File: config.mk
export PLATFORM = sky130hd
export DESIGN_NAME = fht_result_reader_flat
export DESIGN_NICKNAME = d
export VERILOG_FILES = /design/src/rtl/fht_result_reader_if.sv /design/src/rtl/fht_result_reader.sv /design/src/flat_wrapper.sv
export SDC_FILE = /design/constraint.sdc
export NUM_CORES = 1
export LEC_CHECK = 0
export ABC_AREA = 1
export CORE_MARGIN = 2
export CORE_UTILIZATION = 35
export CTS_BUF_LIST = sky130_fd_sc_hd__clkbuf_16
export DETAILED_ROUTE_END_ITERATION = 8
export PLACE_DENSITY = 0.64
export SLEW_MARGIN = 10
export SYNTH_ARGS = -nofsm -noshare
export SYNTH_HDL_FRONTEND = slang
export SYNTH_SLANG_ARGS = --single-unit
File: constraint.sdc
create_clock -name iCLK -period 7.07 [get_ports iCLK]
set_input_delay 0.707 -clock iCLK [delete_from_list [all_inputs] [get_ports iCLK]]
set_output_delay 0.707 -clock iCLK [all_outputs]
set_load 0.01 [all_outputs]
File: src/rtl/fht_result_reader_if.sv
// ---------------------------------------------------------------------------
// fht_result_reader_if
//
// Purpose: valid/ready result stream between fht_result_reader and its
//          downstream consumer (UART, DMA, analysis logic).
//
// Signals:
//   oDATA   reader -> consumer  D_BIT    signed spectrum value
//   oINDEX  reader -> consumer  A_BIT+2  spectrum index of oDATA
//   oVALID  reader -> consumer  1        stream valid
//   oLAST   reader -> consumer  1        high with index N-1
//   iREADY  consumer -> reader  1        consumer ready
//
// Modports: master = reader side, slave = consumer side.
// ---------------------------------------------------------------------------
interface fht_result_reader_if #(
    parameter int D_BIT = 16,
    parameter int A_BIT = 8
);
    logic signed [D_BIT-1:0] oDATA;
    logic        [A_BIT+1:0] oINDEX;
    logic                    oVALID;
    logic                    oLAST;
    logic                    iREADY;

    modport master (output oDATA, output oINDEX, output oVALID, output oLAST,
                    input  iREADY);
    modport slave  (input  oDATA, input  oINDEX, input  oVALID, input  oLAST,
                    output iREADY);
endinterface

File: src/rtl/fht_result_reader.sv
// ---------------------------------------------------------------------------
// fht_result_reader
//
// Purpose: unloads a finished FHT frame from the four result RAM banks of
//          fht_top and streams the N points in natural index order.
//          A rising edge of iRDY starts a read-out; one shared address is
//          driven to all banks, the bank select is delayed by the RAM read
//          latency, and a small FIFO absorbs that latency so the stream can
//          stall without losing samples.
//
// Ports:
//   iCLK, iRESET         clock, synchronous active-low reset
//   iRDY                 fht_top oRDY; rise starts, fall mid-frame aborts
//   oADDR_RD_0..3        shared bank read address
//   iDATA_0..3           bank read data, valid RD_LAT clocks after address
//   strm (master)        oDATA / oINDEX / oVALID / oLAST / iREADY stream
//   oBUSY                high in READ or DRAIN
//   oDONE                one-cycle pulse after the last handshake
//   oABORT               one-cycle pulse when a read-out is cancelled
//
// Build option:
//   FHT_RD_BANK_BITREV_EN  bank select uses the two bank bits swapped, to
//                          undo the bit-reversed bank order used on load.
// ---------------------------------------------------------------------------
module fht_result_reader #(
    parameter int N      = 1024,
    parameter int D_BIT  = 16,
    parameter int A_BIT  = 8,
    parameter int RD_LAT = 2
) (
    input  logic                    iCLK,
    input  logic                    iRESET,
    input  logic                    iRDY,
    output logic        [A_BIT-1:0] oADDR_RD_0,
    output logic        [A_BIT-1:0] oADDR_RD_1,
    output logic        [A_BIT-1:0] oADDR_RD_2,
    output logic        [A_BIT-1:0] oADDR_RD_3,
    input  logic signed [D_BIT-1:0] iDATA_0,
    input  logic signed [D_BIT-1:0] iDATA_1,
    input  logic signed [D_BIT-1:0] iDATA_2,
    input  logic signed [D_BIT-1:0] iDATA_3,
    output logic                    oBUSY,
    output logic                    oDONE,
    output logic                    oABORT,
    fht_result_reader_if.master     strm
);

    localparam int FIFO_DEPTH = RD_LAT + 2;
    localparam int PW         = (FIFO_DEPTH > 1) ? $clog2(FIFO_DEPTH) : 1;
    localparam int CW         = $clog2(FIFO_DEPTH + RD_LAT + 2) + 1;
    localparam int IW         = A_BIT + 2;
    localparam logic [IW-1:0] LAST_IDX = IW'(N - 1);

    typedef enum logic [1:0] {S_IDLE, S_READ, S_DRAIN, S_DONE} state_t;

    typedef struct packed {
        logic signed [D_BIT-1:0] data;
        logic        [IW-1:0]    idx;
    } beat_t;

    state_t           state_q, state_d;
    logic             rdy_q, rdy_d;
    logic [IW-1:0]    cnt_q, cnt_d;
    logic [A_BIT-1:0] addr_q, addr_d;
    logic             abort_q, abort_d;

    // Read pipeline: stage 0 is set when an address is issued, stage RD_LAT
    // is the cycle in which the bank data for that address is on iDATA_x.
    logic [RD_LAT:0]  pipe_vld_q, pipe_vld_d;
    logic [IW-1:0]    pipe_idx_q [RD_LAT+1];
    logic [IW-1:0]    pipe_idx_d [RD_LAT+1];

    beat_t            fifo_mem_q [FIFO_DEPTH];
    logic [PW-1:0]    wr_ptr_q, wr_ptr_d;
    logic [PW-1:0]    rd_ptr_q, rd_ptr_d;
    logic [CW-1:0]    fifo_cnt_q, fifo_cnt_d;

    logic             rise;
    logic             issue;
    logic             push;
    logic             pop;
    logic [CW-1:0]    in_flight;
    logic [1:0]       cap_bank;
    beat_t            cap_beat;
    beat_t            head;

    function automatic logic [PW-1:0] ptr_next(input logic [PW-1:0] p);
        return (p == PW'(FIFO_DEPTH - 1)) ? '0 : p + PW'(1);
    endfunction

    // Bank of the sample whose data is arriving this cycle.
    always_comb begin
`ifdef FHT_RD_BANK_BITREV_EN
        cap_bank = {pipe_idx_q[RD_LAT][A_BIT], pipe_idx_q[RD_LAT][A_BIT+1]};
`else
        cap_bank = pipe_idx_q[RD_LAT][A_BIT+1:A_BIT];
`endif
        cap_beat.idx = pipe_idx_q[RD_LAT];
        case (cap_bank)
            2'd0:    cap_beat.data = iDATA_0;
            2'd1:    cap_beat.data = iDATA_1;
            2'd2:    cap_beat.data = iDATA_2;
            default: cap_beat.data = iDATA_3;
        endcase
    end

    assign head = fifo_mem_q[rd_ptr_q];
    assign push = pipe_vld_q[RD_LAT];
    assign pop  = (fifo_cnt_q != '0) && strm.iREADY;
    assign rise = iRDY && !rdy_q;

    always_comb begin
        // NOTE: every always_comb output gets a default first so no path
        // leaves it unassigned, which would otherwise infer a latch.
        state_d    = state_q;
        rdy_d      = iRDY;
        cnt_d      = cnt_q;
        addr_d     = addr_q;
        abort_d    = 1'b0;
        issue      = 1'b0;
        wr_ptr_d   = wr_ptr_q;
        rd_ptr_d   = rd_ptr_q;
        fifo_cnt_d = fifo_cnt_q;

        in_flight = '0;
        for (int i = 0; i <= RD_LAT; i++) begin
            in_flight = in_flight + CW'(pipe_vld_q[i]);
        end

        pipe_vld_d = {pipe_vld_q[RD_LAT-1:0], 1'b0};
        pipe_idx_d[0] = pipe_idx_q[0];
        for (int i = 1; i <= RD_LAT; i++) begin
            pipe_idx_d[i] = pipe_idx_q[i-1];
        end

        case (state_q)
            S_IDLE: begin
                cnt_d = '0;
                if (rise) state_d = S_READ;
            end
            S_READ: begin
                // Every issued address owns a FIFO slot from issue until it
                // is popped; a slot freed by this cycle's pop counts as free,
                // which is what sustains one sample per clock.
                issue = (fifo_cnt_q + in_flight) < (CW'(FIFO_DEPTH) + CW'(pop));
                if (issue) begin
                    addr_d        = cnt_q[A_BIT-1:0];
                    pipe_vld_d[0] = 1'b1;
                    pipe_idx_d[0] = cnt_q;
                    if (cnt_q == LAST_IDX) state_d = S_DRAIN;
                    else                   cnt_d   = cnt_q + IW'(1);
                end
            end
            S_DRAIN: begin
                if (pop && head.idx == LAST_IDX) state_d = S_DONE;
            end
            default: begin
                cnt_d   = '0;
                state_d = S_IDLE;
            end
        endcase

        if (push) wr_ptr_d = ptr_next(wr_ptr_q);
        if (pop)  rd_ptr_d = ptr_next(rd_ptr_q);
        fifo_cnt_d = fifo_cnt_q + CW'(push) - CW'(pop);

        // A falling iRDY mid-frame means fht_top has started a new frame and
        // overwrites the banks: drop everything queued or in flight.
        if ((state_q == S_READ || state_q == S_DRAIN) && !iRDY) begin
            state_d    = S_IDLE;
            cnt_d      = '0;
            abort_d    = 1'b1;
            pipe_vld_d = '0;
            wr_ptr_d   = '0;
            rd_ptr_d   = '0;
            fifo_cnt_d = '0;
        end
    end

    // NOTE: sequential state uses non-blocking assignments only, and the
    // reset is sampled on the clock edge rather than in the sensitivity list.
    always_ff @(posedge iCLK) begin
        if (!iRESET) begin
            state_q    <= S_IDLE;
            rdy_q      <= 1'b1;
            cnt_q      <= '0;
            addr_q     <= '0;
            abort_q    <= 1'b0;
            pipe_vld_q <= '0;
            wr_ptr_q   <= '0;
            rd_ptr_q   <= '0;
            fifo_cnt_q <= '0;
            for (int i = 0; i <= RD_LAT; i++) pipe_idx_q[i] <= '0;
        end else begin
            state_q    <= state_d;
            rdy_q      <= rdy_d;
            cnt_q      <= cnt_d;
            addr_q     <= addr_d;
            abort_q    <= abort_d;
            pipe_vld_q <= pipe_vld_d;
            wr_ptr_q   <= wr_ptr_d;
            rd_ptr_q   <= rd_ptr_d;
            fifo_cnt_q <= fifo_cnt_d;
            for (int i = 0; i <= RD_LAT; i++) pipe_idx_q[i] <= pipe_idx_d[i];
        end
    end

    // NOTE: FIFO storage is deliberately not reset; an empty FIFO never
    // exposes its contents because the stream outputs are gated by valid.
    always_ff @(posedge iCLK) begin
        if (push) fifo_mem_q[wr_ptr_q] <= cap_beat;
    end

    assign strm.oVALID = (fifo_cnt_q != '0);
    assign strm.oDATA  = strm.oVALID ? head.data : '0;
    assign strm.oINDEX = strm.oVALID ? head.idx  : '0;
    assign strm.oLAST  = strm.oVALID && (head.idx == LAST_IDX);

    assign oADDR_RD_0 = addr_q;
    assign oADDR_RD_1 = addr_q;
    assign oADDR_RD_2 = addr_q;
    assign oADDR_RD_3 = addr_q;

    assign oBUSY  = (state_q == S_READ) || (state_q == S_DRAIN);
    assign oDONE  = (state_q == S_DONE);
    assign oABORT = abort_q;

endmodule

File: src/flat_wrapper.sv
// flat-port wrapper written by rule: the top's interface ports become plain ports
module fht_result_reader_flat 
#(
    parameter int N      = 1024,
    parameter int D_BIT  = 16,
    parameter int A_BIT  = 8,
    parameter int RD_LAT = 2
)
  (iCLK, iRESET, iRDY, oADDR_RD_0, oADDR_RD_1, oADDR_RD_2, oADDR_RD_3, iDATA_0, iDATA_1, iDATA_2, iDATA_3, oBUSY, oDONE, oABORT, strm_oDATA, strm_oINDEX, strm_oVALID, strm_oLAST, strm_iREADY);
  fht_result_reader_if #(.D_BIT(D_BIT), .A_BIT(A_BIT)) strm_i ();
  input  logic iCLK;
  input  logic iRESET;
  input  logic iRDY;
  output logic        [A_BIT-1:0] oADDR_RD_0;
  output logic        [A_BIT-1:0] oADDR_RD_1;
  output logic        [A_BIT-1:0] oADDR_RD_2;
  output logic        [A_BIT-1:0] oADDR_RD_3;
  input  logic signed [D_BIT-1:0] iDATA_0;
  input  logic signed [D_BIT-1:0] iDATA_1;
  input  logic signed [D_BIT-1:0] iDATA_2;
  input  logic signed [D_BIT-1:0] iDATA_3;
  output logic oBUSY;
  output logic oDONE;
  output logic oABORT;
  output wire logic [$bits(strm_i.oDATA)-1:0] strm_oDATA;
  output wire logic [$bits(strm_i.oINDEX)-1:0] strm_oINDEX;
  output wire logic [$bits(strm_i.oVALID)-1:0] strm_oVALID;
  output wire logic [$bits(strm_i.oLAST)-1:0] strm_oLAST;
  input wire logic [$bits(strm_i.iREADY)-1:0] strm_iREADY;
  assign strm_oDATA = strm_i.oDATA;
  assign strm_oINDEX = strm_i.oINDEX;
  assign strm_oVALID = strm_i.oVALID;
  assign strm_oLAST = strm_i.oLAST;
  assign strm_i.iREADY = strm_iREADY;
  fht_result_reader #(.N(N), .D_BIT(D_BIT), .A_BIT(A_BIT), .RD_LAT(RD_LAT)) u_core (.iCLK(iCLK), .iRESET(iRESET), .iRDY(iRDY), .oADDR_RD_0(oADDR_RD_0), .oADDR_RD_1(oADDR_RD_1), .oADDR_RD_2(oADDR_RD_2), .oADDR_RD_3(oADDR_RD_3), .iDATA_0(iDATA_0), .iDATA_1(iDATA_1), .iDATA_2(iDATA_2), .iDATA_3(iDATA_3), .oBUSY(oBUSY), .oDONE(oDONE), .oABORT(oABORT), .strm(strm_i));
endmodule
==> results of run 1 <==
-- cells in the mapped netlist, types with 8 or more instances --
master,n
sky130_fd_sc_hd__a21oi_1,56
sky130_fd_sc_hd__buf_2,8
sky130_fd_sc_hd__buf_4,33
sky130_fd_sc_hd__clkbuf_1,17
sky130_fd_sc_hd__dfxtp_1,57
sky130_fd_sc_hd__edfxtp_1,104
sky130_fd_sc_hd__ha_1,18
sky130_fd_sc_hd__inv_1,63
sky130_fd_sc_hd__nand2_1,149
sky130_fd_sc_hd__nand3_1,50
sky130_fd_sc_hd__nand4_1,11
sky130_fd_sc_hd__nor2_1,113
sky130_fd_sc_hd__o21ai_0,39
-- cell families (layout without fill, tap and decap cells) --
| family | Yosys count | count (layout) | share of synthesized area [%] |
|---|---|---|---|
| buf+inv | 131 | 238 | 8.981 |
| xor+xnor | 7 | 7 | 0.8495 |
| compound gates | 109 | 109 | 8.131 |
| simple gates | 333 | 333 | 19.00 |
| fa+ha+maj | 21 | 21 | 3.953 |
| flops | 161 | 161 | 59.08 |
-- critical path, stage by stage, from the launching register on --
cell                              delay, ns
sky130_fd_sc_hd__dfxtp_1               0.29
sky130_fd_sc_hd__buf_4                 0.28
sky130_fd_sc_hd__inv_2                 0.70
sky130_fd_sc_hd__nand2_1               0.14
sky130_fd_sc_hd__nand3_1               0.11
sky130_fd_sc_hd__nand2_1               0.07
sky130_fd_sc_hd__nor2_1                0.11
sky130_fd_sc_hd__nand2_1               0.08
sky130_fd_sc_hd__nor2_1                0.12
sky130_fd_sc_hd__nand2_1               0.06
sky130_fd_sc_hd__nor2_1                0.18
sky130_fd_sc_hd__clkdlybuf4s50_1       0.57
-- worst min-delay path by stage --
stage	startpoint	end
5_1_grt	u_core.pipe_idx_q[0][16]	u_core.pipe_idx_q[0][26]
3_3_place_gp	u_core.pipe_idx_q[0][16]	u_core.pipe_idx_q[0][26]
4_1_cts	u_core.pipe_idx_q[0][16]	u_core.pipe_idx_q[0][26]
2_1_floorplan	u_core.pipe_idx_q[0][10]	u_core.pipe_idx_q[0][20]
6_report	u_core.pipe_idx_q[0][16]	u_core.pipe_idx_q[0][26]
3_5_place_dp	u_core.pipe_idx_q[0][16]	u_core.pipe_idx_q[0][26]
-- cell type report --
cell class              instances  area, µm²
fillers                      1901      11120
multi-input cells             470       2311
clock inverters                15      152.6
clock buffers                  17      425.4
repair buffers                140       1376
inverters                      66      247.7
well taps                     270      337.8
flip-flops and latches        161       4264
-- power by group --
| group | leakage, nW | total [W] | switching [W] | internal [W] |
|---|---|---|---|---|
| Sequential | 1.39 | 0.00106 | 0.0000315 | 0.00103 |
| Clock | 0.279 | 0.000881 | 0.000387 | 0.000494 |
| Combinational | 1.79 | 0.00103 | 0.000604 | 0.000425 |
-- metrics by stage --
step	instances	power (W)	utilization, %	setup WS [ns]	instance area, µm²
finish	1139	0.002971	45.05	3.218	9115
global route	1139	0.003139	45.05	2.978	9115
CTS	1139	0.002996	45.05	3.158	9115
detailed placement	1107	0.002115	42.19	3.630	8537
global placement	1107	0.002103	42.19	3.704	8537
floorplan	762	0.001689	-	4.794	7217
-- state kept, by name, indices dropped and copies added (netlist names), 2 cells and up, named ones only --
name               flops
u_core.state_q         2
u_core.rd_ptr_q        2
u_core.pipe_vld_q      3
u_core.pipe_idx_q     23
u_core.oADDR_RD_0      7
u_core.cnt_q          10
u_core.fifo_mem_q    104
u_core.wr_ptr_q        2
u_core.fifo_cnt_q      4
-- layer usage --
metal | wire (µm) | GRT usage (%) | share of wire (%)
met1 | 7296 | 19.42 | 45
met2 | 8058 | 25.21 | 49
met3 | 765 | 2.901 | 4.7
met4 | 183 | 5.817 | 1.1
met5 | 0 | 0 | 0
==> flow_results.org, run 1 <==
** Timing
- The final count of hold timing violations is 0.
- Worst Hold Slack :: 0.4106 ns
- Measured against its own limit, the worst slew margin works out to 41.77%.
- Worst clock skew :: approximately 0.0095 ns
- Pins over their slew limit :: 0
- Clock period minus worst slack :: 3.852 ns
- Unrepaired setup endpoints after global routing :: false
- Transition time at the pin with the least slew margin :: roughly 0.87 ns
- Aggregate negative setup slack :: 0 ns
- Setup violations remaining at the end of the flow were counted as 0.
- Portion of the clock cycle consumed by the worst path in the final layout :: between 50% and 60%
- Highest Clock Rate :: 259.6 MHz

** Worst setup path
- Data arrival at the endpoint of the critical path :: 3.15 ns
- In this run the register-to-register setup slack is 4.51 ns.
- Following the worst setup path forward leads to its endpoint at strm_oLAST.
- Worst-case reg-to-reg path depth :: 12
- Worst endpoint required time :: 6.36 ns
- Nature of the critical path startpoint :: register
- In this run the worst path has a maximum fanout of 56.
- The setup path with the least slack is of type register to output port.
- Type of destination of the critical path :: output port
- RR Endpoint :: u_core.cnt_q[2]
- Launch point of the worst reg-to-reg path :: u_core.pipe_vld_q[0]

** Yosys
- Averaged over all synthesized cells, the footprint is 9.471 µm².
- Yosys mapped a number of flops with a built-in enable equal to 104.
- Among all flip-flop cells after synthesis, the most frequent one is sky130_fd_sc_hd__edfxtp_1.
- Synthesized net count :: 851
- Post-Synthesis Cell Area :: 7217 µm²
- Count of distinct cell types in the synthesized netlist :: 31
- For this run, the register share of the synthesized area comes to 59.08%.
- Sorting the synthesized cells by area gives the leading types as sky130_fd_sc_hd__edfxtp_1, sky130_fd_sc_hd__dfxtp_1, sky130_fd_sc_hd__nand2_1, sky130_fd_sc_hd__nor2_1, sky130_fd_sc_hd__a21oi_1.
- Area share of the largest cell type after synthesis :: 43.27%
- Synthesis produced a netlist whose cell count is 762.
- Of all cell types, the one taking the most synthesized area is sky130_fd_sc_hd__edfxtp_1.
- The synthesized design contains 161 register bits.
- During synthesis, Yosys emitted a total of 0 warnings.
- In the synthesized netlist the async set-or-reset flop fraction comes to 0%.

** Placement
- The congestion estimate from routability-driven global placement came to ~0.78.
- Buffers placed on the I/O ports in this run total 130.
- Hpwl dp :: between 10 and 15 mm

** Clock tree
- Total clock buffers created by CTS :: 17
- In this run, post-CTS repair resized a total of 0 instances.
- Number of post-CTS setup repair buffers :: 0
- CTS HTree Levels :: 4
- Number of hold buffers added after cts :: 0
- Clock tree synthesis selected as its root buffer the cell sky130_fd_sc_hd__clkbuf_16.
- Skew-Pair Late Insertion Delay :: 0.43 ns
- Sink count of the clock tree :: 161
- Maximum root-to-sink buffer count :: 2
- TritonCTS built the clock tree.
- Clock-pin slew was measured on the worst setup and hold paths at about 0.060 ns.

** Floorplanning
- Horizontal die dimension :: 147.6 µm
- Chip Height :: ~150 µm
- The floorplan step defined a core boundary enclosing 20,230 µm².
- Row count :: 52
- Die Footprint :: about 22,000 µm²
- Pin placement for this block handled 131 I/O pins.
- For this configuration, the core starts out at a cell density of 35.67%.

** Run
- Max_cap viols :: 0

** Finish
- The net count of the finished layout is between 900 and 1,000.
- The post-route netlist has ~6% of its cells at a drive strength greater than 1.
- Most frequent standard cell in the layout excluding fill and tap cells :: sky130_fd_sc_hd__nand2_1
- 0 antenna diodes ended up in the layout.
- The area growth from synthesis to layout is 26.30%.
- Most frequent cells in the layout :: sky130_fd_sc_hd__nand2_1, sky130_fd_sc_hd__clkdlybuf4s50_1, sky130_fd_sc_hd__nor2_1, sky130_fd_sc_hd__edfxtp_1, sky130_fd_sc_hd__inv_1

** Routing
- For this run, design rule violations remaining after detail routing come to 0.
- After the first detailed-routing iteration, the DRC count stood at 325.
- Routed len/inst :: between 10 and 15 µm
- The count of nets left with antenna violations once routing finished came out at 0.
- Detail-routed via count per cell :: approximately 4.7
- Summing over every cut layer, the via total after detailed routing is 5,303.
- The first detailed-routing pass took 4 iterations.
- Summed over all layers, the routed wires come to 16.30 mm.

** Outcome
- The run finished with clean final reports.

** Hold path
- The worst hold path was traced through 2 stages.
- Worst hold path class :: register to register

** Global routing
- The number of antenna violations at the first check in global routing is 0.
- The number of global-route vias before repair was 5,130.
- First-pass GRT wire length :: 25.70 mm
- Entering global routing, the biggest net connects 57 pins.
- Aggregate global-route resource usage :: 15.08%
- GRT overflow :: 0

** Power
- The worst-case IR drop observed on VDD is 180.8 µV.
- In this run the power density over the cells is 325.9 nW/µm².
- Leakage power summed over all cells :: 3.461 nW
Power figures use the tool's default switching activity.
==> inputs of run 2 (changes only) <==
--- a/config.mk
+++ b/config.mk
@@ -10,7 +10,7 @@
 export CORE_UTILIZATION = 35
 export CTS_BUF_LIST = sky130_fd_sc_hd__clkbuf_16
 export DETAILED_ROUTE_END_ITERATION = 8
-export PLACE_DENSITY = 0.64
+export PLACE_DENSITY = 0.66
 export SLEW_MARGIN = 10
 export SYNTH_ARGS = -nofsm -noshare
 export SYNTH_HDL_FRONTEND = slang
==> constraint.sdc (replaced) <==
create_clock -name iCLK -period 3.2 [get_ports iCLK]
set_input_delay 0.32 -clock iCLK [delete_from_list [all_inputs] [get_ports iCLK]]
set_output_delay 0.32 -clock iCLK [all_outputs]
set_load 0.01 [all_outputs]
==> flow_results.org, run 2 (synthesis gave the netlist of run 1 again) <==
** Finish
- The number of nets in the layout is 949 (+0.42%).
- The multi-input logic area was 2311 µm² (unchanged).
- Area Overhead vs Synth :: 27.46%
- Ranked by flip-flop count, first place goes to u_core.fifo_mem_q.
- The area occupied by registers came to 4264 µm² (unchanged).
- The final core utilization came to 45.46% (+0.41 points).
- The count of antenna diodes in the layout came to 0 (unchanged).
- The proportion of layout cells with a drive suffix above 1 was 6.186% (+0.32 points).
- Most frequent standard cell in the layout excluding fill and tap cells :: sky130_fd_sc_hd__nand2_1
- Post-Layout Cell Count :: 1,143 (+0.35%)
- Top flop regs :: u_core.fifo_mem_q (104), u_core.pipe_idx_q (23), u_core.cnt_q (10)
- Most frequent cells in the layout :: sky130_fd_sc_hd__nand2_1, sky130_fd_sc_hd__clkdlybuf4s50_1, sky130_fd_sc_hd__nor2_1, sky130_fd_sc_hd__edfxtp_1, sky130_fd_sc_hd__inv_1
- The flip-flop count of the largest register, all copies and words added is 104 (unchanged).
- Filler cell count :: 1,890 (-0.58%)

** Placement
- Final RePlAce weighted congestion :: 0.8091 (+3.1%)
- The number of buffers added on ports is 130 (unchanged).
- The count of placed standard cells including taps came to 1,111 (+0.36%).
- Hpwl dp :: 10.94 mm (+3.6%)
- The worst slack at placement came to 0.6565 ns (-2.974 ns).

** Clock tree
- The hold buffer count at cts came to 0 (unchanged).
- The level count of the clock H-tree was 4 (unchanged).
- CTS tree :: done
- Maximum root-to-sink buffer count :: 2 (unchanged)
- The clock-pin slew on the worst setup and hold paths came to 0.06 ns (about the same).
- Total clock buffers created by CTS :: 17 (unchanged)
- CTS placed an instance of sky130_fd_sc_hd__clkbuf_16 at the clock tree root.
- Skew-Pair Late Insertion Delay :: 0.42 ns (about the same)
- The number of clock sinks came to 161 (unchanged).

** Global routing
- Antenna violations before repair :: 0 (unchanged)
- Vias in the first global route :: 5,269 (+2.7%)
- The largest net degree at the start of global routing is 49 (-14%).
- Aggregate global-route resource usage :: 15.47% (+0.39 points)
- The total global routing overflow was 0 (unchanged).
- The first-pass GRT wire length is 26.43 mm (+2.8%).

** Timing
- The max-slew headroom at the worst pin came to 63.20% (+21 points).
- After layout, the minimum clock period comes to 2.867 ns.
- The slew at the pin with the worst max-slew slack is 0.5513 ns (-0.3209 ns).
- Setup Viol. Count Final :: 0 (unchanged)
- The worst clock skew is 0.007667 ns (-0.001861 ns).
- The final-report max-slew violation count is 0 (unchanged).
- Unrepaired setup endpoints after global routing :: false
- For this run, the top clock speed supported by timing is 348.8 MHz.
- The setup slack after layout was 0.3332 ns (-2.885 ns).
- The final-layout setup total negative slack is 0 ns (unchanged).
- Portion of the clock cycle consumed by the worst path in the final layout :: 89.59%
- The final count of hold timing violations was 0 (unchanged).

** Worst setup path
- RR Endpoint :: u_core.cnt_q[5]
- Nature of the critical path startpoint :: register
- Counting stages on the worst path, the most repeated cell is sky130_fd_sc_hd__nand2_1.
- Type of destination of the critical path :: output port
- The maximum net fanout on the critical path came to 48 (-14%).
- Slowest cell delay on critical path :: 0.57 ns (-0.13 ns)
- The data arrival time of the worst path was 2.55 ns (-0.60 ns).
- The number of buffers and inverters on the critical path came to 2 (-1).
- The cell count of the worst reg-to-reg path is 12 (unchanged).
- Launch point of the worst reg-to-reg path :: u_core.pipe_vld_q[0]
- The kind of cell with the highest combined delay along the critical path is buffers and inverters.
- The critical path is of the register to output port type.
- The critical path data required time was 2.88 ns (-3.48 ns).
- The setup slack on the worst flop-to-flop path is 0.67 ns (-3.84 ns).
- For this design, the slowest cell found on the critical path is sky130_fd_sc_hd__clkdlybuf4s50_1.
- CP cell instances :: buf_6 > nand2_1 > nand3_1 > nand2_1 > nor2_1 > nand2_1 > nor2_1 > nand2_1 > nor2_1 > clkdlybuf4s50_1

** Floorplanning
- Placeable core region :: 20,230 µm² (unchanged)
- The starting utilization of the core area is 35.67% (unchanged).
- The width of the chip is 147.6 µm (unchanged).
- Ports placed on the boundary :: 131 (unchanged)
- Die Footprint :: 21,780 µm² (unchanged)
- Chip Height :: 147.6 µm (unchanged)
- Row count :: 52 (unchanged)

** Routing
- The via total after detailed routing came to 5,455 (+2.9%).
- The count of routing violations after the opening detailed-route iteration was 249 (-23%).
- The remaining routing DRC violations is 0 (unchanged).
- The number of detailed-routing iterations run before antenna repair is 4 (unchanged).
- Number of nets still failing antenna checks after routing :: 0 (unchanged)
- Detail-routed via count per cell :: 4.773 (+2.5%)
- Final Routed Wirelength :: 16.57 mm (+1.6%)
- Routed len/inst :: 14.49 µm (+1.3%)

** Power
- Internal Power :: 0.004486 W (+130%)
- Power Dens Cells :: 733.1 nW/µm² (+120%)
- The peak supply drop is 431.2 µV (+140%).
- Share of power burned in combinational logic :: 34.1% (-0.5 points)
- The static power due to leakage came to 3.501 nW (+1.1%).
- The switching power as a share of total power came to 33.48% (-0.93 points).
- The net switching power is 0.002258 W (+120%).
- Fraction of power consumed by the clock network :: 31.1% (+1.4 points)
- The sequential share of power is 34.8% (-0.9 points).

** Hold path
- Worst hold path class :: register to register
- Number of stages on the worst hold path :: 2 (unchanged)
- Hold Path Sink :: u_core.pipe_idx_q[0][20]
- The startpoint identified for the worst hold timing path is u_core.pipe_idx_q[0][10].

** Run
- The max capacitance violation total came to 0 (unchanged).

** Outcome
- Result of the run :: completed
run 2: cell count changes in the layout (fill, tap and decap cells not counted), sizes merged:
cell / delta
inv: +1
clkinv: -3
buf: +4
bufinv: +2
run 2: stage by stage:
step           hold WS (ns)  area [µm²]  power (W)
2_1_floorplan        0.3905        7217   0.003733
3_3_place_gp         0.3929        8567   0.004682
3_5_place_dp         0.3983        8567   0.004713
4_1_cts              0.4160        9193   0.006820
5_1_grt              0.4360        9199   0.007144
6_report             0.4144        9199   0.006744
run 2: layer usage:
metal	up-vias	wire length, µm	global-route usage (%)
met4	0	363	5.865
met1	2584	7131	18.83
met5	-	0	0
met3	29	781	3.426
li1	2702	-	-
met2	140	8289	26.84
run 2: how the worst max path moves through the flow:
stage	start	slack, ns	endpoint	cells past startpoint
2_1_floorplan	u_core.pipe_vld_q[0]	0.92	u_core.cnt_q[2]	13
3_3_place_gp	register	0.69	strm_oLAST	10
3_5_place_dp	register	0.66	strm_oLAST	10
4_1_cts	register	0.16	strm_oLAST	10
5_1_grt	register	0.05	strm_oLAST	10
6_report	register	0.33	strm_oLAST	10
run 2: timing repair:
| action | 4_1_cts | 5_1_grt |
|---|---|---|
| resized for setup | 0 | 3 |
| setup buffers | 0 | 0 |
| setup endpoints to repair | 0 | 1 |
run 2: power by group through the flow:
stage                     combinational [W]  clock [W]  sequential, W
after floorplan                     0.00136          0        0.00237
after global placement              0.00229          0        0.00239
after detailed placement            0.00232          0        0.00239
after CTS                           0.00233    0.00214        0.00235
after global routing                0.00257    0.00222        0.00236
final                               0.00230    0.00210        0.00235
run 2: layout make-up:
class                   count  share of cell area, %
flip-flops and latches    161                  46.35
multi-input cells         470                  25.12
repair buffers            144                  15.33
clock buffers              17                  4.625
well taps                 270                  3.672
inverters                  66                  2.720
clock inverters            15                  2.176
run 2: worst register-to-register path: cells and delay by family (launching register included):
| family | cells | cell delay [ns] |
|---|---|---|
| AO/OA/AOI/OAI | 1 | 0.19 |
| AND/OR/NAND/NOR | 6 | 0.64 |
| buffers and inverters | 2 | 0.20 |
| flip-flops | 1 | 0.31 |
| adder cells (fa/ha/maj) | 3 | 1.10 |
==> inputs of run 3 (changes only) <==
--- a/config.mk
+++ b/config.mk
@@ -11,6 +11,7 @@
 export CTS_BUF_LIST = sky130_fd_sc_hd__clkbuf_16
 export DETAILED_ROUTE_END_ITERATION = 8
 export PLACE_DENSITY = 0.66
+export SETUP_SLACK_MARGIN = 0.2
 export SLEW_MARGIN = 10
 export SYNTH_ARGS = -nofsm -noshare
 export SYNTH_HDL_FRONTEND = slang
==> flow_results.org, run 3 (synthesis gave the netlist of run 1 again) <==
** Outcome
- The run finished with clean final reports.

** Routing
- DR vias :: 5,445 (-0.18%)
- First drt pass iteration count :: 4 (unchanged)
- Starting DRT DRC Count :: 260 (+4.4%)
- The routed wire length was 16.68 mm (+0.66%).
- Routed len/inst :: 14.58 µm (+0.58%)
- The number of vias per cell was 4.760 (-0.27%).
- The remaining routing DRC violations was 0 (unchanged).
- The remaining antenna violation count after routing came to 0 (unchanged).

** Timing
- Pins over their slew limit :: 0 (unchanged)
- Clock period minus worst slack :: 2.848 ns (-0.01899 ns)
- The maximum operating frequency is 351.1 MHz (+0.67%).
- The max-slew headroom at the worst pin was 62.70% (-0.50 points).
- The final setup violation count was 0 (unchanged).
- Number of endpoints with negative hold slack in the final report :: 0 (unchanged)
- Worst clock skew :: 0.006016 ns (-0.001651 ns)
- Aggregate negative setup slack :: 0 ns (unchanged)
- Setup repair after global routing left no endpoint under its margin.
- Transition time at the pin with the least slew margin :: 0.5589 ns (+0.007554 ns)
- The share of the clock period used by the worst path is 88.99% (-0.59 points).

** Hold path
- The worst hold path stage count was 2 (unchanged).
- Worst hold path class :: register to register

** Global routing
- The number of global-route vias before repair is 5,272 (+0.057%).
- The overall track demand over capacity in global routing was 15.47% (about the same).
- The total global routing overflow was 0 (unchanged).
- The number of antenna violations at the first check in global routing was 0 (unchanged).
- First-pass GRT wire length :: 26.45 mm (about the same)
- Maximum number of pins on one net before global-route repair :: 49 (unchanged)

** Run
- The max capacitance violation total is 0 (unchanged).

** Clock tree
- The root buffer cell chosen for the clock tree is sky130_fd_sc_hd__clkbuf_16.
- The number of clock sinks was 161 (unchanged).
- CTS tree :: done
- The number of buffers on the longest clock path is 2 (unchanged).
- The total clock buffers created by CTS came to 17 (unchanged).
- The clock-pin slew on the worst setup and hold paths was 0.06 ns (about the same).
- Number of post-CTS setup repair buffers :: 0 (unchanged)
- Skew-Pair Late Insertion Delay :: 0.42 ns (about the same)
- Number of hold buffers added after cts :: 0 (unchanged)
- The level count of the clock H-tree came to 4 (unchanged).

** Worst setup path
- Data arrival at the endpoint of the critical path :: 2.53 ns (-0.02 ns)
- Type of destination of the critical path :: output port
- Class of the most critical setup path :: register to output port
- The maximum net fanout on the critical path was 20 (-58%).
- The cell count of the worst reg-to-reg path came to 12 (unchanged).
- The critical path data required time is 2.88 ns (about the same).
- Nature of the critical path startpoint :: register

** Power
- Max IR drop VDD :: 428.8 µV (-0.56%)
- Leakage power summed over all cells :: 3.515 nW (+0.42%)
- The power density relative to cell area is 734.6 nW/µm² (+0.20%).

** Placement
- The number of buffers added on ports was 130 (unchanged).
- Final RePlAce weighted congestion :: 0.8091 (unchanged)
- Hpwl dp :: 10.94 mm (unchanged)

** Finish
- Footprint of the multi-input gates :: 2311 µm² (unchanged)
- The area occupied by registers was 4265 µm² (about the same).
- Count of nets after finishing :: 950 (+0.11%)
- Area Overhead vs Synth :: 27.98%
- Leaving out fill and tap cells, the most frequent cell in the layout is sky130_fd_sc_hd__nand2_1.
- The largest registers in the layout are u_core.fifo_mem_q (104), u_core.pipe_idx_q (23), u_core.cnt_q (10).
- The proportion of layout cells with a drive suffix above 1 was 6.407% (+0.22 points).
- Leaving out fill and tap cells, the most frequent cells in the layout are sky130_fd_sc_hd__nand2_1, sky130_fd_sc_hd__clkdlybuf4s50_1, sky130_fd_sc_hd__nor2_1, sky130_fd_sc_hd__edfxtp_1, sky130_fd_sc_hd__inv_1.
- Ranked by flip-flop count, first place goes to u_core.fifo_mem_q.
- Core Util, Final :: 45.65% (+0.19 points)
- Filler cell count :: 1,881 (-0.48%)
- Number of flip-flops under the largest register name :: 104 (unchanged)
- Antenna Diode Count :: 0 (unchanged)

** Floorplanning
- Chip Height :: 147.6 µm (unchanged)
- Initial cell density of the core :: 35.67% (unchanged)
- The core footprint came to 20,230 µm² (unchanged).
- Horizontal die dimension :: 147.6 µm (unchanged)
- Ports placed on the boundary :: 131 (unchanged)
- The floorplan die area was 21,780 µm² (unchanged).
- Row count :: 52 (unchanged)
-- run 3: critical path: stages, from the launching register on --
cell and delay [ns]:
sky130_fd_sc_hd__dfxtp_1 0.32, sky130_fd_sc_hd__inv_2 0.34, sky130_fd_sc_hd__buf_4 0.25, sky130_fd_sc_hd__o211ai_1 0.13
sky130_fd_sc_hd__nand2_1 0.08, sky130_fd_sc_hd__nand2_1 0.05, sky130_fd_sc_hd__nor2_1 0.12, sky130_fd_sc_hd__nand2_1 0.07
sky130_fd_sc_hd__nor2_1 0.18, sky130_fd_sc_hd__clkdlybuf4s50_1 0.57
-- run 3: where the power goes --
part           switching, W  internal [W]
sequential        0.0000832       0.00228
combinational       0.00134      0.000988
clock              0.000840       0.00125
total               0.00227       0.00452
-- run 3: final timing paths --
check                           start                  endpoint  slack [ns]
max                          register                strm_oLAST        0.35
min          u_core.pipe_idx_q[0][18]  u_core.pipe_idx_q[0][28]        0.41
max reg2reg      u_core.pipe_vld_q[0]           u_core.cnt_q[5]        0.67
min reg2reg  u_core.pipe_idx_q[0][18]  u_core.pipe_idx_q[0][28]        0.41
-- run 3: routing by layer --
metal / GRT usage, % / up-vias / routed length (µm)
met5: 0 / - / 0
met4: 5.865 / 0 / 312
met3: 3.426 / 21 / 843
met2: 26.84 / 139 / 8330
met1: 18.85 / 2576 / 7188
li1: - / 2709 / -
-- run 3: cell type report --
class                   count  area share [%]
repair buffers            145           15.63
inverters                  66           2.736
clock buffers              17           4.606
clock inverters            15           2.167
flip-flops and latches    161           46.18
well taps                 270           3.658
multi-input cells         470           25.02
-- run 3: what timing repair did --
action | CTS | global route
resized for setup | 2 | 5
cloned | 0 | 1
endpoints found under the setup margin | 1 | 1
pin swaps | 0 | 0
-- run 3: through the flow --
stage	power (W)	cells	instance area [µm²]	setup slack (ns)	hold slack, ns
6_report	0.006785	1144	9236	0.3522	0.4140
3_3_place_gp	0.004682	1111	8567	0.6904	0.3929
5_1_grt	0.007191	1144	9236	0.2126	0.4360
2_1_floorplan	0.003733	762	7217	0.9238	0.3905
4_1_cts	0.006826	1143	9199	0.2550	0.4160
3_5_place_dp	0.004713	1111	8567	0.6565	0.3983
